### config.mk
export PLATFORM = sky130hd
export DESIGN_NAME = mem_responder
export DESIGN_NICKNAME = d
export VERILOG_FILES = /design/src/rtl/mem_responder.sv
export SDC_FILE = /design/constraint.sdc
export NUM_CORES = 1
export LEC_CHECK = 0
export BUFFER_PORTS_ARGS = -buffer_cell sky130_fd_sc_hd__buf_4
export CAP_MARGIN = 20
export CORE_MARGIN = 2
export CORE_UTILIZATION = 35
export CTS_BUF_LIST = sky130_fd_sc_hd__clkbuf_16
export CTS_CLUSTER_SIZE = 20
export DETAILED_ROUTE_END_ITERATION = 8
export RECOVER_POWER = 100
export REMOVE_ABC_BUFFERS = 1
export SLEW_MARGIN = 20
export SYNTH_ARGS = -nofsm -noshare
export SYNTH_HDL_FRONTEND = slang
export SYNTH_SLANG_ARGS = --single-unit
### constraint.sdc
create_clock -name clk -period 6.7 [get_ports clk]
set_input_delay 0.335 -clock clk [delete_from_list [all_inputs] [get_ports clk]]
set_output_delay 0.335 -clock clk [all_outputs]
set_load 0.01 [all_outputs]
### src/rtl/mem_responder.sv
// mem_responder: memory-side target for the execute unit's bus.
// Each accepted fetch, load or store is routed to the on-chip SRAM, the boot ROM
// overlay or the external IO port. It completes with a one-cycle idone/rdone/wdone
// pulse. Read data is registered and held until the next completion. An IO access
// that is never acknowledged ends with all-ones data and a bus_err pulse.
module mem_responder #(
  parameter int RV         = 32,
  parameter int VA         = RV,
  parameter int SRAM_AW    = 12,
  parameter int ROM_AW     = 10,
  parameter int SRAM_WAIT  = 0,
  parameter int IO_TIMEOUT = 255
) (
  input  logic                 clk,
  input  logic                 reset,
  input  logic                 ifetch,
  input  logic [VA-1:1]        pc,
  input  logic [VA-RV/16-1:0]  addr,
  input  logic [1:0]           rstrobe,
  input  logic [RV/8-1:0]      wmask,
  input  logic [RV-1:0]        wdata,
  input  logic                 io_access,
  input  logic                 rom_enable,
  output logic                 idone,
  output logic                 rdone,
  output logic                 wdone,
  output logic [RV-1:0]        rdata,
  output logic                 sram_en,
  output logic [RV/8-1:0]      sram_we,
  output logic [SRAM_AW-1:0]   sram_addr,
  output logic [RV-1:0]        sram_wdata,
  input  logic [RV-1:0]        sram_rdata,
  output logic                 rom_en,
  output logic [ROM_AW-1:0]    rom_addr,
  input  logic [RV-1:0]        rom_rdata,
  output logic                 io_req,
  output logic [RV/8-1:0]      io_we,
  output logic [VA-RV/16-1:0]  io_addr,
  output logic [RV-1:0]        io_wdata,
  input  logic                 io_ack,
  input  logic [RV-1:0]        io_rdata,
  output logic                 bus_err
);

  localparam int AW = VA - RV/16;
  localparam int NB = RV/8;

  localparam logic [1:0] K_FETCH = 2'd0;
  localparam logic [1:0] K_LOAD  = 2'd1;
  localparam logic [1:0] K_STORE = 2'd2;

  localparam logic [1:0] T_SRAM = 2'd0;
  localparam logic [1:0] T_ROM  = 2'd1;
  localparam logic [1:0] T_IO   = 2'd2;

  typedef enum logic [2:0] {
    S_IDLE = 3'd0,
    S_MEM  = 3'd1,
    S_WAIT = 3'd2,
    S_IO   = 3'd3,
    S_DONE = 3'd4
  } state_t;

  state_t          state_q, state_d;
  logic [7:0]      cnt_q, cnt_d;
  logic [1:0]      kind_q, kind_d;
  logic [1:0]      tgt_q, tgt_d;
  logic [AW-1:0]   addr_q, addr_d;
  logic            half_q, half_d;
  logic [1:0]      rstb_q, rstb_d;
  logic [RV-1:0]   wdata_q, wdata_d;
  logic [RV-1:0]   rdata_q, rdata_d;
  logic            idone_q, idone_d, rdone_q, rdone_d, wdone_q, wdone_d;
  logic            bus_err_q, bus_err_d;
  logic            sram_en_q, sram_en_d, rom_en_q, rom_en_d, io_req_q, io_req_d;
  logic [NB-1:0]   sram_we_q, sram_we_d, io_we_q, io_we_d;
  logic            done_s;

  logic            store_req_s, load_req_s, rom_hit_s;
  logic [1:0]      req_kind_s, req_tgt_s;
  logic [AW-1:0]   req_addr_s;

  // Shapes raw memory data: fetch halfword select, byte-load right-justification.
  function automatic logic [RV-1:0] fmt_read(input logic [1:0] kind, input logic half,
                                             input logic [1:0] rstb, input logic [RV-1:0] raw);
    logic [RV-1:0] r;
    if (kind == K_FETCH) begin
      if (RV > 16) begin
        r = (half ? (raw >> 5'd16) : raw) & RV'(16'hFFFF);
      end else begin
        r = raw;
      end
    end else begin
      case (rstb)
        2'b01:   r = raw & RV'(8'hFF);
        2'b10:   r = (raw >> 4'd8) & RV'(8'hFF);
        default: r = raw;
      endcase
    end
    return r;
  endfunction

  // Request decode: stores win over loads, loads over fetches; fetches never go to IO.
  assign store_req_s = (wmask != {NB{1'b0}});
  assign load_req_s  = (rstrobe != 2'b00);
  assign req_kind_s  = store_req_s ? K_STORE : (load_req_s ? K_LOAD : K_FETCH);
  assign req_addr_s  = (store_req_s || load_req_s) ? addr : pc[VA-1:RV/16];
  assign rom_hit_s   = rom_enable && ((req_addr_s >> ROM_AW) == {AW{1'b0}});
  assign req_tgt_s   = ((req_kind_s != K_FETCH) && io_access) ? T_IO :
                       (rom_hit_s ? T_ROM : T_SRAM);

  // State register and all registered outputs, cleared by the synchronous reset.
  always_ff @(posedge clk) begin
    if (!reset) begin
      state_q   <= S_IDLE;
      cnt_q     <= 8'd0;
      kind_q    <= K_FETCH;
      tgt_q     <= T_SRAM;
      addr_q    <= {AW{1'b0}};
      half_q    <= 1'b0;
      rstb_q    <= 2'b00;
      wdata_q   <= {RV{1'b0}};
      rdata_q   <= {RV{1'b0}};
      idone_q   <= 1'b0;
      rdone_q   <= 1'b0;
      wdone_q   <= 1'b0;
      bus_err_q <= 1'b0;
      sram_en_q <= 1'b0;
      sram_we_q <= {NB{1'b0}};
      rom_en_q  <= 1'b0;
      io_req_q  <= 1'b0;
      io_we_q   <= {NB{1'b0}};
    end else begin
      state_q   <= state_d;
      cnt_q     <= cnt_d;
      kind_q    <= kind_d;
      tgt_q     <= tgt_d;
      addr_q    <= addr_d;
      half_q    <= half_d;
      rstb_q    <= rstb_d;
      wdata_q   <= wdata_d;
      rdata_q   <= rdata_d;
      idone_q   <= idone_d;
      rdone_q   <= rdone_d;
      wdone_q   <= wdone_d;
      bus_err_q <= bus_err_d;
      sram_en_q <= sram_en_d;
      sram_we_q <= sram_we_d;
      rom_en_q  <= rom_en_d;
      io_req_q  <= io_req_d;
      io_we_q   <= io_we_d;
    end
  end

  // Next-state logic: accept and latch a request, strobe the memory, wait, complete.
  always_comb begin
    state_d   = state_q;
    cnt_d     = cnt_q;
    kind_d    = kind_q;
    tgt_d     = tgt_q;
    addr_d    = addr_q;
    half_d    = half_q;
    rstb_d    = rstb_q;
    wdata_d   = wdata_q;
    rdata_d   = rdata_q;
    bus_err_d = 1'b0;
    sram_en_d = 1'b0;
    sram_we_d = {NB{1'b0}};
    rom_en_d  = 1'b0;
    io_req_d  = 1'b0;
    io_we_d   = {NB{1'b0}};
    done_s    = 1'b0;
    case (state_q)
      S_IDLE: begin
        if (store_req_s || load_req_s || ifetch) begin
          kind_d  = req_kind_s;
          tgt_d   = req_tgt_s;
          addr_d  = req_addr_s;
          half_d  = pc[1];
          rstb_d  = rstrobe;
          wdata_d = wdata;
          cnt_d   = 8'd0;
          if (req_tgt_s == T_IO) begin
            // wmask is zero for anything but a store, so it doubles as the IO write enable
            state_d  = S_IO;
            io_req_d = 1'b1;
            io_we_d  = wmask;
          end else if (req_tgt_s == T_SRAM) begin
            state_d   = S_MEM;
            sram_en_d = 1'b1;
            sram_we_d = wmask;
          end else begin
            // ROM stores are silently dropped but still walk the normal path to wdone
            state_d  = S_MEM;
            rom_en_d = (req_kind_s != K_STORE);
          end
        end else begin
          state_d = S_IDLE;
        end
      end
      S_MEM: begin
        state_d = S_WAIT;
        cnt_d   = (tgt_q == T_ROM) ? 8'd0 : 8'(SRAM_WAIT);
      end
      S_WAIT: begin
        if (cnt_q == 8'd0) begin
          state_d = S_DONE;
          done_s  = 1'b1;
          if (kind_q != K_STORE) begin
            rdata_d = fmt_read(kind_q, half_q, rstb_q, (tgt_q == T_ROM) ? rom_rdata : sram_rdata);
          end else begin
            rdata_d = rdata_q;
          end
        end else begin
          cnt_d = cnt_q - 8'd1;
        end
      end
      S_IO: begin
        if (io_ack) begin
          state_d = S_DONE;
          done_s  = 1'b1;
          if (kind_q != K_STORE) begin
            rdata_d = fmt_read(kind_q, half_q, rstb_q, io_rdata);
          end else begin
            rdata_d = rdata_q;
          end
        end else if (cnt_q == 8'(IO_TIMEOUT - 1)) begin
          state_d   = S_DONE;
          done_s    = 1'b1;
          rdata_d   = {RV{1'b1}};
          bus_err_d = 1'b1;
        end else begin
          cnt_d    = cnt_q + 8'd1;
          io_req_d = 1'b1;
          io_we_d  = io_we_q;
        end
      end
      S_DONE: begin
        state_d = S_IDLE;
      end
      default: begin
        state_d = S_IDLE;
      end
    endcase
    idone_d = done_s && (kind_q == K_FETCH);
    rdone_d = done_s && (kind_q == K_LOAD);
    wdone_d = done_s && (kind_q == K_STORE);
  end

  assign idone      = idone_q;
  assign rdone      = rdone_q;
  assign wdone      = wdone_q;
  assign rdata      = rdata_q;
  assign bus_err    = bus_err_q;
  assign sram_en    = sram_en_q;
  assign sram_we    = sram_we_q;
  assign sram_addr  = addr_q[SRAM_AW-1:0];
  assign sram_wdata = wdata_q;
  assign rom_en     = rom_en_q;
  assign rom_addr   = addr_q[ROM_AW-1:0];
  assign io_req     = io_req_q;
  assign io_we      = io_we_q;
  assign io_addr    = addr_q;
  assign io_wdata   = wdata_q;

endmodule

==> metrics <==
# nets final=1271; CTS buffer count=17; # DRC=0; fin worst setup slack=2.40 ns; Routed WL=26600 um; Hold Path Stages=3; WP data required=6.98 ns; H-tree depth=4; Clk Tree Root Cell=clkbuf_16; CTS-repair resized insts=0; FMAX=232 MHz; MaxCap Viol Count=4; flop and latch count out of synthesis=127; Initial DRC Count=approximately 370; critical path peak fanout=slightly below 80; RR Endpoint=rdata[18]; Post-synth top flop=dfxtp_1; hold-critical path endpoint=io_wdata[11]; Final Hold Viols=0; yosys warns=0; status=complete, but fails checks; Mean Syn Cell Area=8.80 sq um; TritonCTS clock tree=built; clk sinks=127; gr ovfl total=0; EDFF count, synth=0; Via Count=7103; minimum clock period=4.30 ns; failing checks=max-capacitance violations, max-slew violations; area grow syn2layout=33.4%; top cells by instance count after synthesis=127 x dfxtp_1, 102 x nand2_1, 70 x mux2i_1, 66 x a21oi_1, 56 x buf_4; CTS clk-pin slew, worst paths=0.06 ns; Max VDD drop=0.000196 V; sequential fraction of the synthesis area=a little under two fifths; # Post-CTS Setup Buffers=0; vias in the first global route=6759; Critical Setup Path Class=in2reg; chip width=145 um; FP Rows=51; most numerous cell in the Yosys netlist=dfxtp_1; IO buf count=363; CP Launch Type=primary input; post-synth design cell area=6910 sq um; PwrDens=between 400 and 500 nW/um^2; Worst Hold Class=in2reg; leak pwr=0.00389 uW; die height=145 um; setup TNS=0 ns; final number of setup-violating endpoints=0; min-delay src=wdata[11]; layout cells sized above 1=24.2%; DIE AREA=20900 sq um; DP Worst Slack=3.56 ns; Max Transition Viols Final=180; Crit Reg-Reg Startpoint=state_q[1]; Worst slew margin=-111%; Crit. End Element=flop; worst reg2reg setup slack=2.82 ns; synth top area cells=dfxtp_1 37%, mux2i_1 10%, buf_4 6.1%; overall routing resource usage=24.1%; GP Congestion=0.875; initial antenna violation count=1; asr flop ratio synth=0%; area leader, netlist=dfxtp_1; number of distinct library cells after synthesis=55; RSZ-0062 raised after global routing=false; Core Area=19400 sq um; clk buf depth=2; Syn Inst Count=785; Final Cycle Share=64.2%; Synth top area share=36.8%; detailed placer's ending HPWL=19700 um; Antenna Nets Post-Route=0; Initial Utilization=35.6%; # IOs=approximately 360; worst skew pair latency=~0.42 ns; worst clock skew=0.0107 ns; Vias/cell=5.30; Wirelength per Cell=just under 20 um; critical path arrival=4.58 ns; CTS Hold Bufs=0; largest net degree at the start of global routing=79; Slew @ Worst Pin=3.16 ns; first-pass GRT wire length=about 38000 um; FF-to-FF path depth=6; drt first pass iters=5
state kept, by name (all words and copies together), names as in the netlist, 2 cells and up:
name	flops
io_addr	30
state_q	3
rdata	32
io_we	4
cnt_q	8
kind_q	2
io_wdata	32
tgt_q	2
sram_we	4
rstb_q	2
where the power goes:
group          internal, uW  total (uW)  leakage, uW  switching, uW
Combinational           610        1700      0.00259           1090
Clock                   506         867     0.000258            360
Sequential              997        1200      0.00104            201
stage by stage:
| step | utilization (%) | hold WS [ns] | total power (uW) | cells | area (sq um) |
|---|---|---|---|---|---|
| after CTS | 51.1 | 0.143 | 4080 | 1338 | 9900 |
| after global placement | 48.2 | 0.444 | 3180 | 1306 | 9360 |
| after floorplan | - | 0.435 | 2250 | 670 | 6220 |
| final | 47.5 | 0.159 | 3770 | 1340 | 9220 |
| after detailed placement | 48.2 | 0.447 | 3200 | 1306 | 9360 |
| after global routing | 47.5 | 0.149 | 4030 | 1340 | 9220 |
kinds of logic after synthesis:
group	after synthesis	synth area share (%)
AO/OA/AOI/OAI	232	26.1
AND/OR/NAND/NOR	217	14.1
buffers and inverters	127	10.7
flip-flops	127	36.8
multiplexers	70	10.1
adder cells (fa/ha/maj)	9	1.74
XOR/XNOR	3	0.380
metal layers:
metal  track usage [%]  up-vias  routed length (um)
li1                  -     3399                   -
met1              28.2     3355               10400
met2              41.9      308               13300
met3              7.09       41                2220
met4              8.84        0                 696
met5                 0        -                   0
area by class of cell:
class                      instances  area [sq um]
fill                            2118         10200
multi-input combinational        531          3580
sequential                       127          2540
timing repair buffer             372          2170
clock buffer                      17           425
tap                              265           332
clock inverter                    15           121
inverter                          12          46.3
antenna                            1          2.50
worst max-delay path, stage by stage:
cell      delay [ns]
buf_4           0.09
or4_4           0.15
or2_0           2.26
o21a_1          0.61
buf_4           0.78
nor2_1          0.08
a211oi_1        0.22
how the worst max path moves through the flow:
stage / start / end / slack (ns)
CTS: wmask[0] / io_wdata[20] / 4.00
global placement: wmask[0] / half_q / 3.60
floorplan: wmask[0] / sram_we[0] / 2.23
global route: wmask[1] / io_addr[3] / 1.97
detailed placement: wmask[0] / io_wdata[14] / 3.56
finish: wmask[1] / io_addr[3] / 2.40
cell usage in the layout, fill, tap and decap left out, types with 17 or more instances in the layout:
cell,count
dfxtp_1,127
nor2_1,47
clkbuf_1,166
a21oi_1,66
a211oi_2,17
a211oi_1,17
mux2i_1,70
nand2_1,102
nand3_1,19
clkbuf_16,17
o221ai_1,33
buf_4,206
(Power assumes the default switching activity.)
